==> src/rtl/n101_icache_pkg.sv <==
// Shared types and helpers for the n101 instruction-cache RAM controller.
package n101_icache_pkg;

  typedef enum logic [1:0] {
    ST_INIT = 2'd0,
    ST_RUN  = 2'd1,
    ST_LS   = 2'd2,
    ST_WAKE = 2'd3
  } ctrl_state_e;

  // Never returns less than 1 so counters always keep at least one bit.
  function automatic int clog2(input int value);
    int r;
    r = 0;
    while ((1 << r) < value) r++;
    return (r < 1) ? 1 : r;
  endfunction

endpackage

==> src/rtl/n101_icache_ram_ctrl.sv <==
// Instruction-cache RAM controller: zero-fill sweep, refill/fetch arbitration, sleep control.
// Optional light-sleep entry after idle cycles is enabled by `define N101_ICACHE_RAM_LS_EN.
module n101_icache_ram_ctrl
  import n101_icache_pkg::*;
#(
  parameter int AW          = 32,
  parameter int DW          = 32,
  parameter int MW          = 4,
  parameter int DP          = 32,
  parameter int LS_IDLE_CYC = 8
) (
  input  logic          clk,
  input  logic          rst_n,
  input  logic          ifu_req_vld,
  output logic          ifu_req_rdy,
  input  logic [AW-1:0] ifu_req_addr,
  output logic          ifu_rsp_vld,
  output logic [DW-1:0] ifu_rsp_dat,
  input  logic          rfl_req_vld,
  output logic          rfl_req_rdy,
  input  logic [AW-1:0] rfl_req_addr,
  input  logic [MW-1:0] rfl_req_wem,
  input  logic [DW-1:0] rfl_req_dat,
  input  logic          inv_req,
  output logic          init_done,
  output logic          ram_cs,
  output logic          ram_we,
  output logic [AW-1:0] ram_addr,
  output logic [MW-1:0] ram_wem,
  output logic [DW-1:0] ram_din,
  input  logic [DW-1:0] ram_dout,
  output logic          ram_ls,
  output logic          ram_ds,
  output logic          ram_sd
);

  localparam int CW = clog2(DP);
  localparam logic [CW-1:0] SWEEP_LAST = CW'(DP - 1);

  if (DP < 2 || LS_IDLE_CYC < 1) begin : g_cfg_check
    $error("n101_icache_ram_ctrl: DP must be >= 2 and LS_IDLE_CYC >= 1");
  end

  ctrl_state_e   state;
  logic [CW-1:0] sweep_cnt;

  assign ram_ds      = 1'b0;
  assign ram_sd      = 1'b0;
  assign ifu_rsp_dat = ram_dout;

  // Accepted requests steer the RAM in the same cycle; INIT owns the port.
  always_comb begin
    rfl_req_rdy = 1'b0;
    ifu_req_rdy = 1'b0;
    ram_cs      = 1'b0;
    ram_we      = 1'b0;
    ram_addr    = '0;
    ram_wem     = '0;
    ram_din     = '0;
    case (state)
      ST_INIT: begin
        ram_cs   = 1'b1;
        ram_we   = 1'b1;
        ram_addr = AW'(sweep_cnt);
        ram_wem  = '1;
      end
      ST_RUN: begin
        if (!inv_req) begin
          rfl_req_rdy = rfl_req_vld;
          ifu_req_rdy = ~rfl_req_vld;
          if (rfl_req_vld) begin
            ram_cs   = 1'b1;
            ram_we   = 1'b1;
            ram_addr = rfl_req_addr;
            ram_wem  = rfl_req_wem;
            ram_din  = rfl_req_dat;
          end else if (ifu_req_vld) begin
            ram_cs   = 1'b1;
            ram_addr = ifu_req_addr;
          end
        end
      end
      default: ;
    endcase
  end

`ifdef N101_ICACHE_RAM_LS_EN
  localparam int IW = clog2(LS_IDLE_CYC + 1);
  localparam logic [IW-1:0] IDLE_MAX = IW'(LS_IDLE_CYC);

  logic [IW-1:0] idle_cnt;
  logic [IW-1:0] idle_nxt;

  always_comb begin
    idle_nxt = (idle_cnt == IDLE_MAX) ? idle_cnt : idle_cnt + 1'b1;
  end
`else
  assign ram_ls = 1'b0;
`endif

  always_ff @(posedge clk or negedge rst_n) begin
    if (!rst_n) begin
      state       <= ST_INIT;
      sweep_cnt   <= '0;
      init_done   <= 1'b0;
      ifu_rsp_vld <= 1'b0;
`ifdef N101_ICACHE_RAM_LS_EN
      idle_cnt    <= '0;
      ram_ls      <= 1'b0;
`endif
    end else begin
      ifu_rsp_vld <= ifu_req_vld & ifu_req_rdy;
      if (inv_req) begin
        state     <= ST_INIT;
        sweep_cnt <= '0;
        init_done <= 1'b0;
`ifdef N101_ICACHE_RAM_LS_EN
        idle_cnt  <= '0;
        ram_ls    <= 1'b0;
`endif
      end else begin
        case (state)
          ST_INIT: begin
            if (sweep_cnt == SWEEP_LAST) begin
              state     <= ST_RUN;
              sweep_cnt <= '0;
              init_done <= 1'b1;
            end else begin
              sweep_cnt <= sweep_cnt + 1'b1;
            end
          end
          ST_RUN: begin
`ifdef N101_ICACHE_RAM_LS_EN
            if (ram_cs) begin
              idle_cnt <= '0;
            end else if (idle_nxt == IDLE_MAX) begin
              state    <= ST_LS;
              ram_ls   <= 1'b1;
              idle_cnt <= '0;
            end else begin
              idle_cnt <= idle_nxt;
            end
`endif
          end
`ifdef N101_ICACHE_RAM_LS_EN
          ST_LS: begin
            if (ifu_req_vld || rfl_req_vld) begin
              state  <= ST_WAKE;
              ram_ls <= 1'b0;
            end
          end
          ST_WAKE: state <= ST_RUN;
`endif
          default: state <= ST_INIT;
        endcase
      end
    end
  end

endmodule

==> config.mk <==
export PLATFORM = sky130hd
export DESIGN_NAME = n101_icache_ram_ctrl
export DESIGN_NICKNAME = d
export VERILOG_FILES = /design/src/rtl/n101_icache_pkg.sv /design/src/rtl/n101_icache_ram_ctrl.sv
export SDC_FILE = /design/constraint.sdc
export NUM_CORES = 1
export LEC_CHECK = 0
export CAP_MARGIN = 10
export CORE_AREA = 2 2 94 96
export CTS_CLUSTER_DIAMETER = 120
export CTS_CLUSTER_SIZE = 16
export DETAILED_ROUTE_END_ITERATION = 7
export DIE_AREA = 0 0 96 98
export HOLD_SLACK_MARGIN = 0.06
export PLACE_DENSITY = 0.66
export SLEW_MARGIN = 0
export SYNTH_ARGS = -nofsm -noshare
export SYNTH_HDL_FRONTEND = slang
export SYNTH_SLANG_ARGS = --single-unit
==> constraint.sdc <==
create_clock -name clk -period 4.4 [get_ports clk]
set_input_delay 1.1 -clock clk [delete_from_list [all_inputs] [get_ports clk]]
set_output_delay 1.1 -clock clk [all_outputs]
set_load 0.1 [all_outputs]
==> impl_metrics.tcl <==
set metrics [dict create \
    grt_pass1_vias 1680 \
    cap_viol_max_count 0 \
    finalSetupViolCount 0 \
    setup_ws_ns 0.446 \
    synth_cells 167 \
    cp_max_fo 63 \
    p_int_w 0.000232 \
    overflow 0 \
    power_frac_seq 0.252 \
    drc 0 \
    cts.sinks 8 \
    start_util 0.159 \
    drt-initial-drc-count 26 \
    cts_buffer_depth 2 \
    synth.cell_area_mm2 0.00135 \
    ios 246 \
    nets 450 \
    ir_drop_mv 0.126 \
    mostFrequentLayoutCell "clkdlybuf4s50_1" \
    min_path_type "flop to flop" \
    setup.worst_path.end_class "primary output" \
    switching_power_w 0.0000841 \
    worstSkewPairLatency_ns 0.23 \
    p_sw_frac 0.266 \
    path_clk_slew_ns 0.04 \
    core_mm2 0.00847 \
    ant_nets 0 \
    cts_tree "done" \
    dp.cells 414 \
    power_w 0.000316 \
    vias 1685 \
    post_cts_resized 0 \
    antennaDiodeCount 0 \
    p_clk_frac 0.275 \
    worst_pin_slew_ns 0.968 \
    row_count 34 \
    maxSlewHeadroom 0.352 \
    die_h_um 98 \
    fin_crit_ns 3.95 \
    fmax_ghz 0.253 \
    outcome "finished, final reports clean" \
    holdBufCountCts 0 \
    leakagePower_nw 1.51 \
    grt_pass1_wl_mm 8.78 \
    min_period_over_period 0.899 \
    seq_area_frac_synth 0.149 \
    finalClockSkew_ns 0.00235 \
    worstPathArrival_ns 2.85 \
    combPwrFrac 0.474 \
    grt_usage 0.120 \
    post-cts-setup-buffer-count 0 \
    postLayoutCellArea_mm2 0.00373 \
    antenna_found_initial 0 \
    start_kind "primary input" \
    cts_buffers 3 \
    cts-root-buf "clkbuf_8" \
    criticalPathCategory "primary input to primary output" \
    place_area_mm2 0.00368 \
    post-place-ws_ns 0.476 \
    die_w_um 96 \
    tns_ns 0 \
    grt_max_degree 64 \
    ys_warn_count 0 \
    die-area_mm2 0.00941 \
    area_growth_pct 177 \
    hpwl_mm 5.37 \
    layoutNonFillerInstCount 417 \
    routedWlPerCell_um 14.9 \
    place_congestion 0.767 \
    drtPass1Iterations 4 \
    required_ns 3.30 \
    syn_avg_cell_area_um2 8.05 \
    h-tree-depth 1 \
    synth_seq_cells 8 \
    power.density_mw_per_mm2 84.9 \
    routed_wl_mm 6.22 \
    rsz0062_at_grt "false" \
    via_per_inst 4.04 \
    hold_violations 0 \
    port_buffers 178 \
    yosysUniqueCellTypes 28 \
    layout_common_cells "clkdlybuf4s50_1, buf_12, and2_1" \
    maxSlewViolCount 0 \
    drive_gt1_frac 0.285 \
]
path summary, 6_finish.rpt:
kind                         startpoint            to  slack (ns)  cells past startpoint
setup / recovery                inv_req   ram_addr[1]        0.45                      7
hold / removal                init_done     init_done        0.52                      2
hold reg to reg               init_done     init_done        0.52                      2
max in group asynchronous         rst_n  sweep_cnt[1]        2.95                      1
setup reg to reg           sweep_cnt[0]  sweep_cnt[3]        2.76                      6
min in group asynchronous         rst_n      state[0]        1.17                      1
cell type report:
type                    count  area (µm²)
inverters                   6        22.5
flip-flops and latches      8         200
well taps                 108         135
repair buffers            185        2570
multi-input cells         107         759
clock buffers               3        41.3
fillers                   781        4740
cells by family after synthesis:
group | Yosys count | synth area share
multiplexers | 3 | 0.0223
flip-flops | 8 | 0.149
other | 1 | 0.00279
AND/OR/NAND/NOR | 57 | 0.259
AO/OA/AOI/OAI | 42 | 0.253
buffers and inverters | 54 | 0.296
adder cells (fa/ha/maj) | 2 | 0.0186
power groups by stage:
stage | clock [W] | combinational, W | sequential [W]
2_1_floorplan | 0 | 0.000181 | 0.0000796
3_3_place_gp | 0 | 0.000149 | 0.0000801
3_5_place_dp | 0 | 0.000150 | 0.0000805
4_1_cts | 0.0000907 | 0.000151 | 0.0000794
5_1_grt | 0.0000957 | 0.000157 | 0.0000799
6_report | 0.0000869 | 0.000150 | 0.0000795
synthesized netlist by cell type:
library cell / instances / share of area
nand2_1: 1 / 0.0028
o31ai_1: 1 / 0.0056
nand2b_2: 1 / 0.0065
nor2_2: 1 / 0.0047
nand4_1: 1 / 0.0047
a21oi_1: 3 / 0.011
mux2i_1: 3 / 0.022
nor2_1: 8 / 0.022
buf_4: 39 / 0.22
buf_6: 6 / 0.050
and2_1: 33 / 0.15
ha_1: 2 / 0.019
a31oi_1: 1 / 0.0047
nand3b_1: 1 / 0.0056
nor3_1: 2 / 0.0074
dfrtp_1: 8 / 0.15
nand2b_1: 1 / 0.0047
a22o_1: 27 / 0.18
inv_1: 4 / 0.011
and3_1: 1 / 0.0047
nand2b_4: 1 / 0.010
a221o_1: 5 / 0.037
buf_2: 3 / 0.011
nor2b_1: 5 / 0.023
inv_2: 2 / 0.0056
nor2_4: 1 / 0.0084
o21ai_0: 5 / 0.019
conb_1: 1 / 0.0028
worst max-delay path, cell delays in order:
cell and delay (ns):
clkdlybuf4s50_1 0.49, buf_4 0.17, nand2b_2 0.20, nor2_4 0.06, buf_12 0.17, a221o_1 0.44, buf_12 0.19
flip-flops by register name, summed over array words and instances, names as in the netlist:
| name | flops |
|---|---|
| init_done | 1 |
| ifu_rsp_vld | 1 |
| sweep_cnt | 5 |
| state | 1 |
stage by stage:
| step | utilization | hold slack [ns] |
|---|---|---|
| floorplan | - | 0.511 |
| global placement | 0.435 | 0.509 |
| detailed placement | 0.435 | 0.496 |
| CTS | 0.440 | 0.526 |
| global route | 0.440 | 0.535 |
| finish | 0.440 | 0.523 |
layer usage:
metal	vias to the layer above	global-route usage	wire length, µm	share of wire
li1	823	-	-	-
met1	766	0.119	2070	0.33
met2	84	0.232	3470	0.56
met3	12	0.0332	577	0.093
met4	0	0.0352	91	0.015
met5	-	0	0	0
Note: power is estimated with default switching activity, not from simulation.
